$ cat src/rtl/motor_pkg.sv
// motor_pkg: shared step/dir constants and motion state type
// Used by the step/dir generator and by step_dir_decoder.
package motor_pkg;
  localparam int POS_W          = 16;
  localparam int FILTER_LEN_DEF = 4;
  localparam int DIR_SETUP_DEF  = 2;
  localparam int IDLE_TICKS_DEF = 244;
  typedef enum logic {IDLE, MOVING} motion_e;
endpackage

$ cat src/rtl/sync_filter.sv
// sync_filter: 2-FF synchroniser followed by a glitch filter
// Ports: clk, rst_n (async active-low), din (asynchronous level),
//        dout (filtered level, changes after FILTER_LEN stable differing cycles)
module sync_filter #(
  parameter int FILTER_LEN = 4
) (
  input  logic clk,
  input  logic rst_n,
  input  logic din,
  output logic dout
);
  logic       s1_q, s2_q, filt_q, filt_d, diff, hit;
  logic [3:0] cnt_q, cnt_d;
  always_comb begin
    diff   = s2_q != filt_q;
    hit    = diff && cnt_q == 4'(FILTER_LEN - 1);
    filt_d = hit ? s2_q : filt_q;
    cnt_d  = (diff && !hit) ? cnt_q + 4'd1 : 4'd0;
  end
  always_ff @(posedge clk or negedge rst_n) begin
    if (!rst_n) begin
      s1_q   <= 1'b0;
      s2_q   <= 1'b0;
      filt_q <= 1'b0;
      cnt_q  <= '0;
    end else begin
      s1_q   <= din;
      s2_q   <= s1_q;
      filt_q <= filt_d;
      cnt_q  <= cnt_d;
    end
  end
  assign dout = filt_q;
endmodule

$ cat src/rtl/step_dir_decoder.sv
// step_dir_decoder: filtered step/dir receiver with position, rate and motion tracking
// Ports: CLK_10MHZ, RST_N (async active-low), clock_4ms (window tick),
//        step_in/dir_in (async pins), load_pos/load_value (position preset),
//        clear_err; outputs position, step_pulse, step_dir, rate, moving, dir_err.
module step_dir_decoder
  import motor_pkg::*;
#(
  parameter int FILTER_LEN = FILTER_LEN_DEF,
  parameter int DIR_SETUP  = DIR_SETUP_DEF,
  parameter int IDLE_TICKS = IDLE_TICKS_DEF
) (
  input  logic             CLK_10MHZ,
  input  logic             RST_N,
  input  logic             clock_4ms,
  input  logic             step_in,
  input  logic             dir_in,
  input  logic             load_pos,
  input  logic [POS_W-1:0] load_value,
  input  logic             clear_err,
  output logic [POS_W-1:0] position,
  output logic             step_pulse,
  output logic             step_dir,
  output logic [15:0]      rate,
  output logic             moving,
  output logic             dir_err
);
  localparam int IW = $clog2(IDLE_TICKS + 1);
  logic             step_f, dir_f, fall;
  logic             step0_q, step1_q, dir0_q;
  logic [3:0]       dir_age_q, dir_age_d;
  logic [POS_W-1:0] position_q, position_d;
  logic             step_pulse_q, step_dir_q, step_dir_d, dir_err_q, dir_err_d;
  logic [15:0]      win_q, win_d, win_inc, rate_q, rate_d;
  logic [IW-1:0]    idle_q, idle_d;
  motion_e          state_q, state_d;

  sync_filter #(.FILTER_LEN(FILTER_LEN)) u_step (
    .clk(CLK_10MHZ), .rst_n(RST_N), .din(step_in), .dout(step_f));
  sync_filter #(.FILTER_LEN(FILTER_LEN)) u_dir (
    .clk(CLK_10MHZ), .rst_n(RST_N), .din(dir_in), .dout(dir_f));

  // step0/dir0 are equally delayed copies so pin-level dir/step alignment holds
  always_comb begin
    fall       = step1_q & ~step0_q;
    dir_age_d  = (dir_f != dir0_q) ? 4'd0 : (dir_age_q == 4'hF) ? dir_age_q : dir_age_q + 4'd1;
    position_d = load_pos ? load_value :
                 fall ? (dir0_q ? position_q + 1'b1 : position_q - 1'b1) : position_q;
    step_dir_d = fall ? dir0_q : step_dir_q;
    dir_err_d  = (fall && dir_age_q < 4'(DIR_SETUP)) ? 1'b1 : clear_err ? 1'b0 : dir_err_q;
    win_inc    = (win_q == 16'hFFFF) ? win_q : win_q + {15'd0, fall};
    win_d      = clock_4ms ? 16'd0 : win_inc;
    rate_d     = clock_4ms ? win_inc : rate_q;
  end

  always_comb begin
    state_d = state_q;
    idle_d  = idle_q;
    if (fall) begin
      state_d = MOVING;
      idle_d  = IW'(IDLE_TICKS);
    end else if (state_q == MOVING && clock_4ms) begin
      idle_d  = idle_q - IW'(1);
      state_d = (idle_q == IW'(1)) ? IDLE : MOVING;
    end
  end

  always_comb moving = state_q == MOVING;

  always_ff @(posedge CLK_10MHZ or negedge RST_N) begin
    if (!RST_N) begin
      step0_q      <= 1'b0;
      step1_q      <= 1'b0;
      dir0_q       <= 1'b0;
      dir_age_q    <= 4'hF;
      position_q   <= '0;
      step_pulse_q <= 1'b0;
      step_dir_q   <= 1'b0;
      dir_err_q    <= 1'b0;
      win_q        <= '0;
      rate_q       <= '0;
      idle_q       <= '0;
      state_q      <= IDLE;
    end else begin
      step0_q      <= step_f;
      step1_q      <= step0_q;
      dir0_q       <= dir_f;
      dir_age_q    <= dir_age_d;
      position_q   <= position_d;
      step_pulse_q <= fall;
      step_dir_q   <= step_dir_d;
      dir_err_q    <= dir_err_d;
      win_q        <= win_d;
      rate_q       <= rate_d;
      idle_q       <= idle_d;
      state_q      <= state_d;
    end
  end

  assign position   = position_q;
  assign step_pulse = step_pulse_q;
  assign step_dir   = step_dir_q;
  assign rate       = rate_q;
  assign dir_err    = dir_err_q;
endmodule

$ cat config.mk
export PLATFORM = sky130hd
export DESIGN_NAME = step_dir_decoder
export DESIGN_NICKNAME = d
export VERILOG_FILES = /design/src/rtl/motor_pkg.sv /design/src/rtl/sync_filter.sv /design/src/rtl/step_dir_decoder.sv
export SDC_FILE = /design/constraint.sdc
export NUM_CORES = 1
export LEC_CHECK = 0
export ABC_AREA = 1
export CAP_MARGIN = 20
export CORE_MARGIN = 5
export CORE_UTILIZATION = 69
export DETAILED_ROUTE_END_ITERATION = 8
export DONT_BUFFER_PORTS = 1
export PLACE_DENSITY = 0.9
export SLEW_MARGIN = 30
export SYNTH_ARGS = -nofsm -noshare
export SYNTH_HDL_FRONTEND = slang
export SYNTH_HIERARCHICAL = 1
export SYNTH_SLANG_ARGS = --single-unit
$ cat constraint.sdc
create_clock -name CLK_10MHZ -period 2.8 [get_ports CLK_10MHZ]
set_input_delay 0.28 -clock CLK_10MHZ [delete_from_list [all_inputs] [get_ports CLK_10MHZ]]
set_output_delay 0.28 -clock CLK_10MHZ [all_outputs]
set_load 0.02 [all_outputs]
Word level (Yosys, flattened, before mapping). Index checks and enable logic that the tools add are counted.

Flip-flop bits (word level): 81. Input bits: 23. Output and inout bits: 36. Logic and storage cells: 66.

Add/sub/neg operators: 7. Order comparisons: 1. Eq/ne operators: 9. Mux-type cells: 16. Bitwise gates (word level): 2. Reduce and logical (&&, ||, !) cells: 11.

Operators by type and width (number): 16-bit two-way mux (5); 16-bit by 1-bit adder with 16-bit output (1); 16-bit by 1-bit adder with 16-bit output (second input constant) (1); 16-bit equality test (second input constant) (1); 4-bit two-way mux (4); 8-bit two-way mux (2); 16-bit by 1-bit subtractor with 16-bit output (second input constant) (1); 4-bit by 1-bit adder with 4-bit output (second input constant) (3); 4-bit by 2-bit equality test with 1-bit output (second input constant) (2); 8-bit by 1-bit equality test with 1-bit output (second input constant) (1); 8-bit by 1-bit subtractor with 8-bit output (second input constant) (1); 1-bit logical AND (6); 2-bit nonzero test (3); 1-bit two-way mux (5); 4-bit equality test (second input constant) (1); 4-bit by 2-bit less-than comparator with 1-bit output (second input constant) (1); 1-bit inequality test (3); 1-bit logical NOT (2); 2-bit inequality test (second input constant) (1); 1-bit bitwise AND (1); 1-bit NOT (1).

Depth between registers and ports, before layout. Gate-level depths: netlist of run 1.

Depth after elaboration: 5. Depth in mapped cells: 12. Depth with buffers taken out: 12.

Hierarchy. The synthesis of run 1 kept the hierarchy.

By module, submodules not included: step_dir_decoder (times used 1, cells an instance 539, area each 4082.7 sq um, seq. area each 1681.6 sq um); sync_filter (times used 2, cells an instance 29, area each 291.5 sq um, seq. area each 175.2 sq um).

Worst setup path after synthesis of run 1. Ideal clock, no wire load.

Path type: register to register. Start: register dir0_q. End: register position_q[13] (netlist: position[13]). Library setup time: 0.117 ns. Arrival: 1.753 ns. Required time: 2.683 ns. Path slack: 0.930 ns. Stages on the path, launching flop included: 10. Buffers on the path: 0. Period minus slack after synthesis: 1.870 ns. Path through: dfrtp_1 inv_1 ha_1 or2_2 nand3_1 nand2_1 nand2_1 nand3_1 nand3_1 nand2_1.

Word-level cells in the longest chain between the ends: 3.

RTL lines: start: declaration (line step_dir_decoder.sv:29) `logic step0_q, step1_q, dir0_q;`; start signal: assignment (line step_dir_decoder.sv:86) `dir0_q <= dir_f;`; 16-bit two-way mux (2 in a row) (line step_dir_decoder.sv:47) `fall ? (dir0_q ? position_q + 1'b1 : position_q - 1'b1) : position_q;`; 16-bit two-way mux (line step_dir_decoder.sv:46) `position_d = load_pos ? load_value :`; end signal: assignment (line step_dir_decoder.sv:88) `position_q <= position_d;`; end: declaration (line step_dir_decoder.sv:31) `logic [POS_W-1:0] position_q, position_d;`.

No other way between the ends. The select of a mux whose other input is x is not followed. A chain may end at the register's enable or synchronous reset.

Worst setup path after layout of run 1.
Start: register step0_q. End: register win_q[14].

Word-level cells in the longest chain between the ends: 5.

RTL lines: start: declaration (line step_dir_decoder.sv:29); start signal: assignment (line step_dir_decoder.sv:84) `step0_q <= step_f;`; 1-bit NOT (line step_dir_decoder.sv:44) `fall = step1_q & ~step0_q;`; 1-bit bitwise AND (line step_dir_decoder.sv:44); named net fall (line step_dir_decoder.sv:28) `logic step_f, dir_f, fall;`; 16-bit by 1-bit adder with 16-bit output (line step_dir_decoder.sv:50) `win_inc = (win_q == 16'hFFFF) ? win_q : win_q + {15'd0, fall};`; 16-bit two-way mux (line step_dir_decoder.sv:50); 16-bit two-way mux (line step_dir_decoder.sv:51) `win_d = clock_4ms ? 16'd0 : win_inc;`; named net win_d[14] (line step_dir_decoder.sv:33) `logic [15:0] win_q, win_d, win_inc, rate_q, rate_d;`; end signal: assignment (line step_dir_decoder.sv:92) `win_q <= win_d;`; end: declaration (line step_dir_decoder.sv:33).

The timed path passes the listed nets, and every way through them passes these cells.

==> impl_metrics.csv, run 1 <==
group,metric,value,unit
timing,worstMarginPinSlew,704.0,ps
global_routing,gr-usage-all-layers,25.49,%
place,numPlacedInstances,667,
timing,min_period,2187,ps
yosys,synth-seq-area-share,43.55,%
hold_path,hold-path-cell-count,1,
drt,met3_length,626,um
clocking,clock_path_buffers,2,
die,die_h,92.23,um
drt,postRouteAntennaNets,0,
final_layout,fin_area,4952,sq um
critical_path,worst-path-buf-inv,3,
yosys,synth_fp_nets,642,
clocking,path_clk_slew,80,ps
timing,worst_slack,613.0,ps
final_layout,num_antenna_cells,0,
clocking,post_cts_resize_count,0,
die,core_region_area,6681,sq um
drt,wl,10080,um
clocking,postCtsSetupRepairBufs,0,
die,die_area,8506,sq um
final_layout,multiInputGateArea,2202,sq um
global_routing,grt_pass1_vias,3964,
critical_path,max_stage_delay,390,ps
global_routing,overflow,0,
place,gp_congestion,0.9727,
critical_path,critPathSlowestCell,"dfrtp_1",
critical_path,critPathMaxFanout,12,
drt,routed_via_density,5.679,
final_layout,drive_gt1_share,9.375,%
critical_path,cp_top_family,"simple AND/OR/NAND/NOR gates",
global_routing,antenna_found_initial,0,
hold_path,hp-class,"input port to register",
yosys,yosysWarnings,6,
critical_path,timing.rr.end,"win_q[14]$_DFF_PN0_",
clocking,htreeDepth,3,
yosys,synth_area,4666,sq um
critical_path,crit_cells,12,
drt,vias,3907,
drt,wl_per_cell,14.65,um
critical_path,critPathLaunchType,"register",
die,die_w,92.23,um
place,dpl-instance-area,4688,sq um
clocking,cts_tree,"done",
timing,drv_slew,0,
clocking,numCtsBuffers,9,
hold_path,min_from,"clock_4ms",
final_layout,nNetsFinal,648,
drt,top_layer_used,"met4",
drt,wl_met1,4091,um
critical_path,critPathKind,"register to register",
timing,fmax,457.2,MHz
drt,drtPass1Iterations,6,
critical_path,crit_chain,"inv_2 > nand2_4 > inv_2 > ha_1 > ha_1 > nand3_1 > nor2_2 > nand3_1 > nand2_1 > nand3_2 > nand2_1 > inv_1",
drt,wl_met2,5052,um
final_layout,final_cells,688,
timing,hold_violations,0,
pwr,power_density,1016,nW/um^2
final_layout,fillerInstances,485,
place,port_buffers,0,
timing,slew_headroom,52.77,%
die,initial_utilization,69.83,%
timing,period_share,78.11,%
yosys,syn_inst,597,
yosys,synth-seq-cells,81,
timing,fin_skew,8.449,ps
run_status,status,"complete, no violations",
critical_path,rr_startpoint,"step0_q$_DFF_PN0_",
yosys,yosysUniqueCellTypes,41,
timing,rsz0062_at_grt,"false",
drt,drc,0,
place,place_hpwl,7159,um
timing,setup_viol,0,
die,num_rows,30,
final_layout,post-route-util,74.12,%
die,pin_count,59,
hold_path,holdPathEnd,"rate[2]$_DFFE_PN0P_",
job,cap_viol_max_count,0,
place,dp_slack,664.9,ps
global_routing,grt_max_degree,82,
drt,drt-initial-drc-count,202,
clocking,clkLatencyLatePin,350,ps
final_layout,area_growth,6.141,%
yosys,synth.avg_cell_area,7.815,sq um
clocking,cts_sinks,81,
clocking,root_buffer,"clkbuf_8",
critical_path,rr_worst_depth,12,
timing,fin_setup_tns,0,ps
pwr,ir_drop,460.7,uV
critical_path,r2r_slack,610,ps
global_routing,grt_pass1_wl,17380,um
critical_path,required,3050,ps
final_layout,ff_latch_area,2032,sq um
pwr,power.leakage,2.641,nW
critical_path,arrival,2430,ps
critical_path,end_kind,"register",
clocking,cts_hold_buf,5,
[cells in the mapped netlist]
| library cell | number | area, sq um |
|---|---|---|
| a22o_1 | 8 | 70.07 |
| ha_1 | 21 | 262.8 |
| nand3_2 | 6 | 60.06 |
| o21bai_1 | 2 | 15.01 |
| nor3_4 | 1 | 16.27 |
| nand2_2 | 4 | 25.02 |
| o21a_1 | 1 | 7.510 |
| o21ai_0 | 19 | 95.09 |
| nor2_1 | 42 | 157.7 |
| and2_1 | 2 | 12.51 |
| inv_2 | 4 | 15.01 |
| buf_6 | 4 | 45.04 |
| or2_2 | 3 | 18.77 |
| a21oi_1 | 20 | 100.1 |
| o311ai_1 | 1 | 8.760 |
| nor3_2 | 2 | 20.02 |
| nand4_1 | 12 | 75.07 |
| inv_1 | 88 | 330.3 |
| dfstp_2 | 4 | 105.1 |
| clkbuf_1 | 2 | 7.510 |
| nand2_4 | 4 | 45.04 |
| nand3_1 | 41 | 205.2 |
| o22ai_1 | 1 | 6.260 |
| nand2_1 | 178 | 668.1 |
| o211ai_1 | 4 | 30.03 |
| nand3b_1 | 2 | 15.01 |
| a31oi_1 | 3 | 18.77 |
| fa_1 | 1 | 20.02 |
| xnor2_1 | 6 | 52.55 |
| o21ai_1 | 4 | 20.02 |
| o21ai_2 | 1 | 8.760 |
| clkinv_2 | 1 | 5.000 |
| clkinv_1 | 1 | 3.750 |
| buf_2 | 2 | 10.01 |
| dfrtp_1 | 77 | 1927 |
| nor2_4 | 1 | 11.26 |
| nor3_1 | 7 | 35.03 |
| xor2_1 | 5 | 43.79 |
| nand4_4 | 1 | 21.27 |
| buf_4 | 2 | 15.01 |
| nor2_2 | 9 | 56.30 |
[power breakdown]
group	total [W]	switching, W	internal, W
Sequential	0.00187	0.000429	0.00144
Combinational	0.00231	0.00149	0.000817
Clock	0.000854	0.000421	0.000433
[worst register-to-register path: stages, from the launching register on]
cell	delay, ps
dfrtp_1	390
inv_2	80
nand2_4	110
inv_2	150
ha_1	270
ha_1	280
nand3_1	190
nor2_2	190
nand3_1	100
nand2_1	100
nand3_2	90
nand2_1	80
inv_1	60
[worst max-delay path by stage]
stage                 startpoint                  endpoint  slack, ps
5_1_grt        step0_q$_DFF_PN0_       rate[6]$_DFFE_PN0P_        450
2_1_floorplan   dir0_q$_DFF_PN0_  position[13]$_DFFE_PN0P_        930
3_5_place_dp   step0_q$_DFF_PN0_       win_q[14]$_DFF_PN0_        660
6_report       step0_q$_DFF_PN0_       win_q[14]$_DFF_PN0_        610
3_3_place_gp    dir0_q$_DFF_PN0_  position[13]$_DFFE_PN0P_        740
4_1_cts        step0_q$_DFF_PN0_       win_q[14]$_DFF_PN0_        620
[sequential cells by signal, summed over array words and instances, names as in the netlist, 4 cells and up]
| signal | flops |
|---|---|
| idle_q | 8 |
| dir_age_q | 4 |
| position | 16 |
| u_dir/cnt_q | 4 |
| rate | 16 |
| win_q | 16 |
| u_step/cnt_q | 4 |
[placed cells by master (no fill, tap or decap), types with 2 or more instances in the layout]
cell	netlist	final
a21oi_1	20	20
a22o_1	8	8
a31oi_1	3	3
and2_1	2	2
clkbuf_8	0	10
clkinv_2	1	3
clkinvlp_4	0	2
dfrtp_1	77	77
dfstp_2	4	4
dlygate4sd3_1	0	4
ha_1	21	21
inv_1	88	88
inv_2	4	4
nand2_1	178	178
nand2_2	4	4
nand2_4	4	4
nand3_1	41	41
nand3_2	6	6
nand3b_1	2	2
nand4_1	12	12
nor2_1	42	42
nor2_2	9	9
nor3_1	7	7
nor3_2	2	2
o211ai_1	4	4
o21ai_0	19	19
o21ai_1	4	4
o21bai_1	2	2
or2_2	3	3
xnor2_1	6	6
xor2_1	5	5
[area by class of cell]
cell class	instances	area share, %
Inverter	94	7.150
Tap cell	80	2.021
Sequential cell	81	41.03
Clock inverter	5	1.112
Timing Repair Buffer	5	1.364
Multi-Input combinational cell	412	44.47
Clock buffer	11	2.855
[per-stage QoR]
step                      power (W)  hold slack [ps]
after global routing       0.005474            5.286
after detailed placement   0.004084           -13.49
after global placement     0.003964           -13.21
final                      0.005031            27.74
after CTS                  0.005008            12.56
after floorplan            0.003622           -15.59
[cell families (layout without fill, tap and decap cells)]
logic type | Yosys count | in the layout | share of synthesized area (%)
AO/OA/AOI/OAI | 64 | 64 | 8.153
XOR/XNOR | 11 | 11 | 2.065
adder cells (fa/ha/maj) | 22 | 22 | 6.061
buffers and inverters | 104 | 115 | 9.252
flip-flops | 81 | 81 | 43.55
AND/OR/NAND/NOR | 315 | 315 | 30.92
[metal layers]
metal / vias to the layer above / track usage, %
met5: - / 0
met4: 0 / 12.62
met3: 25 / 5.496
met2: 127 / 44.95
met1: 1842 / 29.12
li1: 1913 / -
No activity file was read; power rests on OpenSTA's default activity.
==> inputs of run 2 (changes only) <==
--- a/config.mk
+++ b/config.mk
@@ -8,10 +8,10 @@
 export ABC_AREA = 1
 export CAP_MARGIN = 20
 export CORE_MARGIN = 5
-export CORE_UTILIZATION = 69
+export CORE_UTILIZATION = 58
 export DETAILED_ROUTE_END_ITERATION = 8
 export DONT_BUFFER_PORTS = 1
-export PLACE_DENSITY = 0.9
+export PLACE_DENSITY = 0.81
 export SLEW_MARGIN = 30
 export SYNTH_ARGS = -nofsm -noshare
 export SYNTH_HDL_FRONTEND = slang
==> constraint.sdc (replaced) <==
create_clock -name CLK_10MHZ -period 1.8 [get_ports CLK_10MHZ]
set_input_delay 0.18 -clock CLK_10MHZ [delete_from_list [all_inputs] [get_ports CLK_10MHZ]]
set_output_delay 0.18 -clock CLK_10MHZ [all_outputs]
set_load 0.02 [all_outputs]
==> run 2 against run 1 <==
Effect of this change: the run now ends with hold timing, setup timing left; combinational power up 130%; cell count up 8.6%; critical path depth down 1; worst setup slack worse by 670 ps; global-route usage down 3.7 points; critical path type unchanged; register-to-register slack worse by 670 ps; wire length up 15%; count of clock-buffer cells in the layout down 1; first-iteration DRC count unchanged.
==> impl_metrics.csv, run 2 (synthesis gave the netlist of run 1 again) <==
group,metric,value,unit
run_status,status,"finished, violations left",
run_status,violations,"hold timing, setup timing",
clocking,path_clk_slew,90,ps
hold_path,hp-class,"input port to async pin",
critical_path,crit_start,"dir0_q$_DFF_PN0_",
timing,period_share,103.4,%
critical_path,required,2090,ps
critical_path,critPathMaxFanout,7,
die,initial_utilization,60.07,%
final_layout,drive_gt1_share,21.24,%
clocking,clkLatencyLatePin,350,ps
pwr,combPwrFrac,55.8,%
critical_path,arrival,2150,ps
final_layout,area_growth,20.38,%
place,dp_slack,2.901,ps
pwr,ir_drop,743.8,uV
timing,hold_ws,-488.0,ps
timing,rsz0062_at_grt,"true",
pwr,cell_internal_pwr,0.005144,W
global_routing,overflow,0,
final_layout,multiInputGateArea,2496,sq um
clocking,cts_sinks,81,
pwr,power_density,1694,nW/um^2
critical_path,rr_worst_depth,11,
drt,routed_via_density,5.486,
timing,fin_skew,7.734,ps
final_layout,ff_latch_area,2032,sq um
die,pin_count,59,
drt,drt-initial-drc-count,202,
job,cap_viol_max_count,0,
die,die_w,99.69,um
timing,setup_viol,4,
timing,worstMarginPinSlew,800.1,ps
critical_path,end_kind,"register",
critical_path,timing.rr.end,"position[10]$_DFFE_PN0P_",
critical_path,rr_startpoint,"dir0_q$_DFF_PN0_",
clocking,root_buffer,"clkbuf_8",
final_layout,num_antenna_cells,0,
pwr,pwr-share-clk,15.6,%
clocking,clock_path_buffers,2,
place,gp_congestion,0.8747,
pwr,p_total,0.009514,W
drt,drtPass1Iterations,5,
global_routing,grt_max_degree,82,
clocking,numCtsBuffers,9,
pwr,power.leakage,2.893,nW
critical_path,critPathLaunchType,"register",
timing,hold_violations,81,
drt,postRouteAntennaNets,0,
drt,wl,11560,um
place,port_buffers,0,
clocking,cts_hold_buf,12,
timing,drv_slew,0,
global_routing,grt_pass1_wl,17510,um
die,core_region_area,7767,sq um
global_routing,gr-usage-all-layers,21.83,%
die,die_h,99.69,um
drt,wl_per_cell,15.47,um
clocking,cts_tree,"done",
die,die_area,9938,sq um
final_layout,final_cell_mix,"nand2_1 (163), inv_1 (82), dfrtp_1 (77)",
critical_path,crit_end,"position[10]$_DFFE_PN0P_",
timing,min_period,1862,ps
final_layout,nNetsFinal,685,
drt,drc,0,
global_routing,grt_pass1_vias,3886,
critical_path,r2r_slack,-60,ps
timing,worst_slack,-61.85,ps
die,num_rows,32,
final_layout,fillerInstances,550,
critical_path,critPathKind,"register to register",
place,place_hpwl,7599,um
timing,slew_headroom,46.49,%
pwr,p_sw_share,45.93,%
global_routing,antenna_found_initial,0,
critical_path,max_stage_delay,420,ps
pwr,p_seq_share,28.6,%
final_layout,final_common_cell,"nand2_1",
drt,vias,4098,
timing,fmax,537.1,MHz
critical_path,crit_chain,"inv_4 > ha_1 > nand2_1 > inv_1 > a21oi_1 > nand2_2 > nand2_1 > nand2_1 > nand2_1 > nand3_1 > nand2_1",
clocking,htreeDepth,3,
pwr,net-switching-power,0.004370,W
critical_path,critPathSlowestCell,"dfrtp_1",
critical_path,critPathMostFrequentCell,"nand2_1",
==> run 2: changes by cell type in the layout (fill, tap and decap cells not counted), moves of 5 or more <==
cell,before,now
a21oi_2,0,7
inv_1,88,82
ha_1,21,9
dlygate4sd3_1,4,12
ha_4,0,9
nand2_2,4,13
nand2_1,178,163
nand3_1,41,36
a21oi_1,20,13
buf_4,0,27
nand2_4,4,10
==> run 2: worst max-delay path, delay by kind of cell (launching register included) <==
kind | cells | cell delay [ps]
AND/OR/NAND/NOR | 7 | 670
flip-flops | 1 | 420
adder cells (fa/ha/maj) | 1 | 310
buffers and inverters | 2 | 200
AO/OA/AOI/OAI | 1 | 190
==> run 2: stage by stage <==
| step | utilization [%] | TNS (ps) | hold slack (ps) | area [sq um] | instances |
|---|---|---|---|---|---|
| after global routing | 72.31 | -886.6 | -508.6 | 5617 | 747 |
| after detailed placement | 63.29 | 0 | -113.1 | 4916 | 714 |
| after floorplan | - | 0 | -115.6 | 4666 | 597 |
| after global placement | 63.29 | 0 | -113.6 | 4916 | 714 |
| after CTS | 67.70 | 0 | -499.3 | 5259 | 742 |
| final | 72.31 | -106.4 | -488.0 | 5617 | 747 |
==> run 2: worst min path at each step <==
stage                from                       end  slack, ps  cells past startpoint
floorplan           RST_N          dir0_q$_DFF_PN0_       -120                      0
global placement    RST_N   position[4]$_DFFE_PN0P_       -110                      0
detailed placement  RST_N   position[3]$_DFFE_PN0P_       -110                      0
CTS                 RST_N  position[12]$_DFFE_PN0P_       -500                      0
global route        RST_N   position[3]$_DFFE_PN0P_       -510                      0
finish              RST_N   position[3]$_DFFE_PN0P_       -490                      0
==> run 2: metal layers <==
metal	GRT usage (%)	up-vias	routed length, um
met5	0	-	0
met4	8.508	0	374
met3	4.418	33	719
met2	37.40	142	5796
met1	27.00	1940	4667
li1	-	1983	-
==> run 2: area by class of cell <==
cell class                 count  share of cell area [%]
clock buffer                  10                   2.272
clock inverter                 6                   1.604
inverter                      94                   6.483
multi-input combinational    412                   44.44
sequential                    81                   36.18
tap                          102                   2.272
timing repair buffer          42                   6.750
==> run 2: what timing repair did <==
action / 4_1_cts / 5_1_grt
endpoints found under the setup margin: 1 / 23
setup buffers: 0 / 4
gates cloned: 0 / 1
resized for setup: 1 / 72
pin swaps: 0 / 18
endpoints found under the hold margin: 110 / 81
==> run 2: power groups by stage <==
stage	combinational [W]	sequential (W)	clock, W
after detailed placement	0.00402	0.00271	0
final	0.00531	0.00272	0.00148
after floorplan	0.00283	0.00281	0
after global routing	0.00581	0.00277	0.00159
after CTS	0.00409	0.00267	0.00151
after global placement	0.00388	0.00268	0
==> inputs of run 3 (changes only) <==
--- a/config.mk
+++ b/config.mk
@@ -12,7 +12,6 @@
 export DETAILED_ROUTE_END_ITERATION = 8
 export DONT_BUFFER_PORTS = 1
 export PLACE_DENSITY = 0.81
-export SLEW_MARGIN = 30
 export SYNTH_ARGS = -nofsm -noshare
 export SYNTH_HDL_FRONTEND = slang
 export SYNTH_HIERARCHICAL = 1
==> results of run 3 <==
The final DEF is identical to that of run 2; final timing and power are the same.
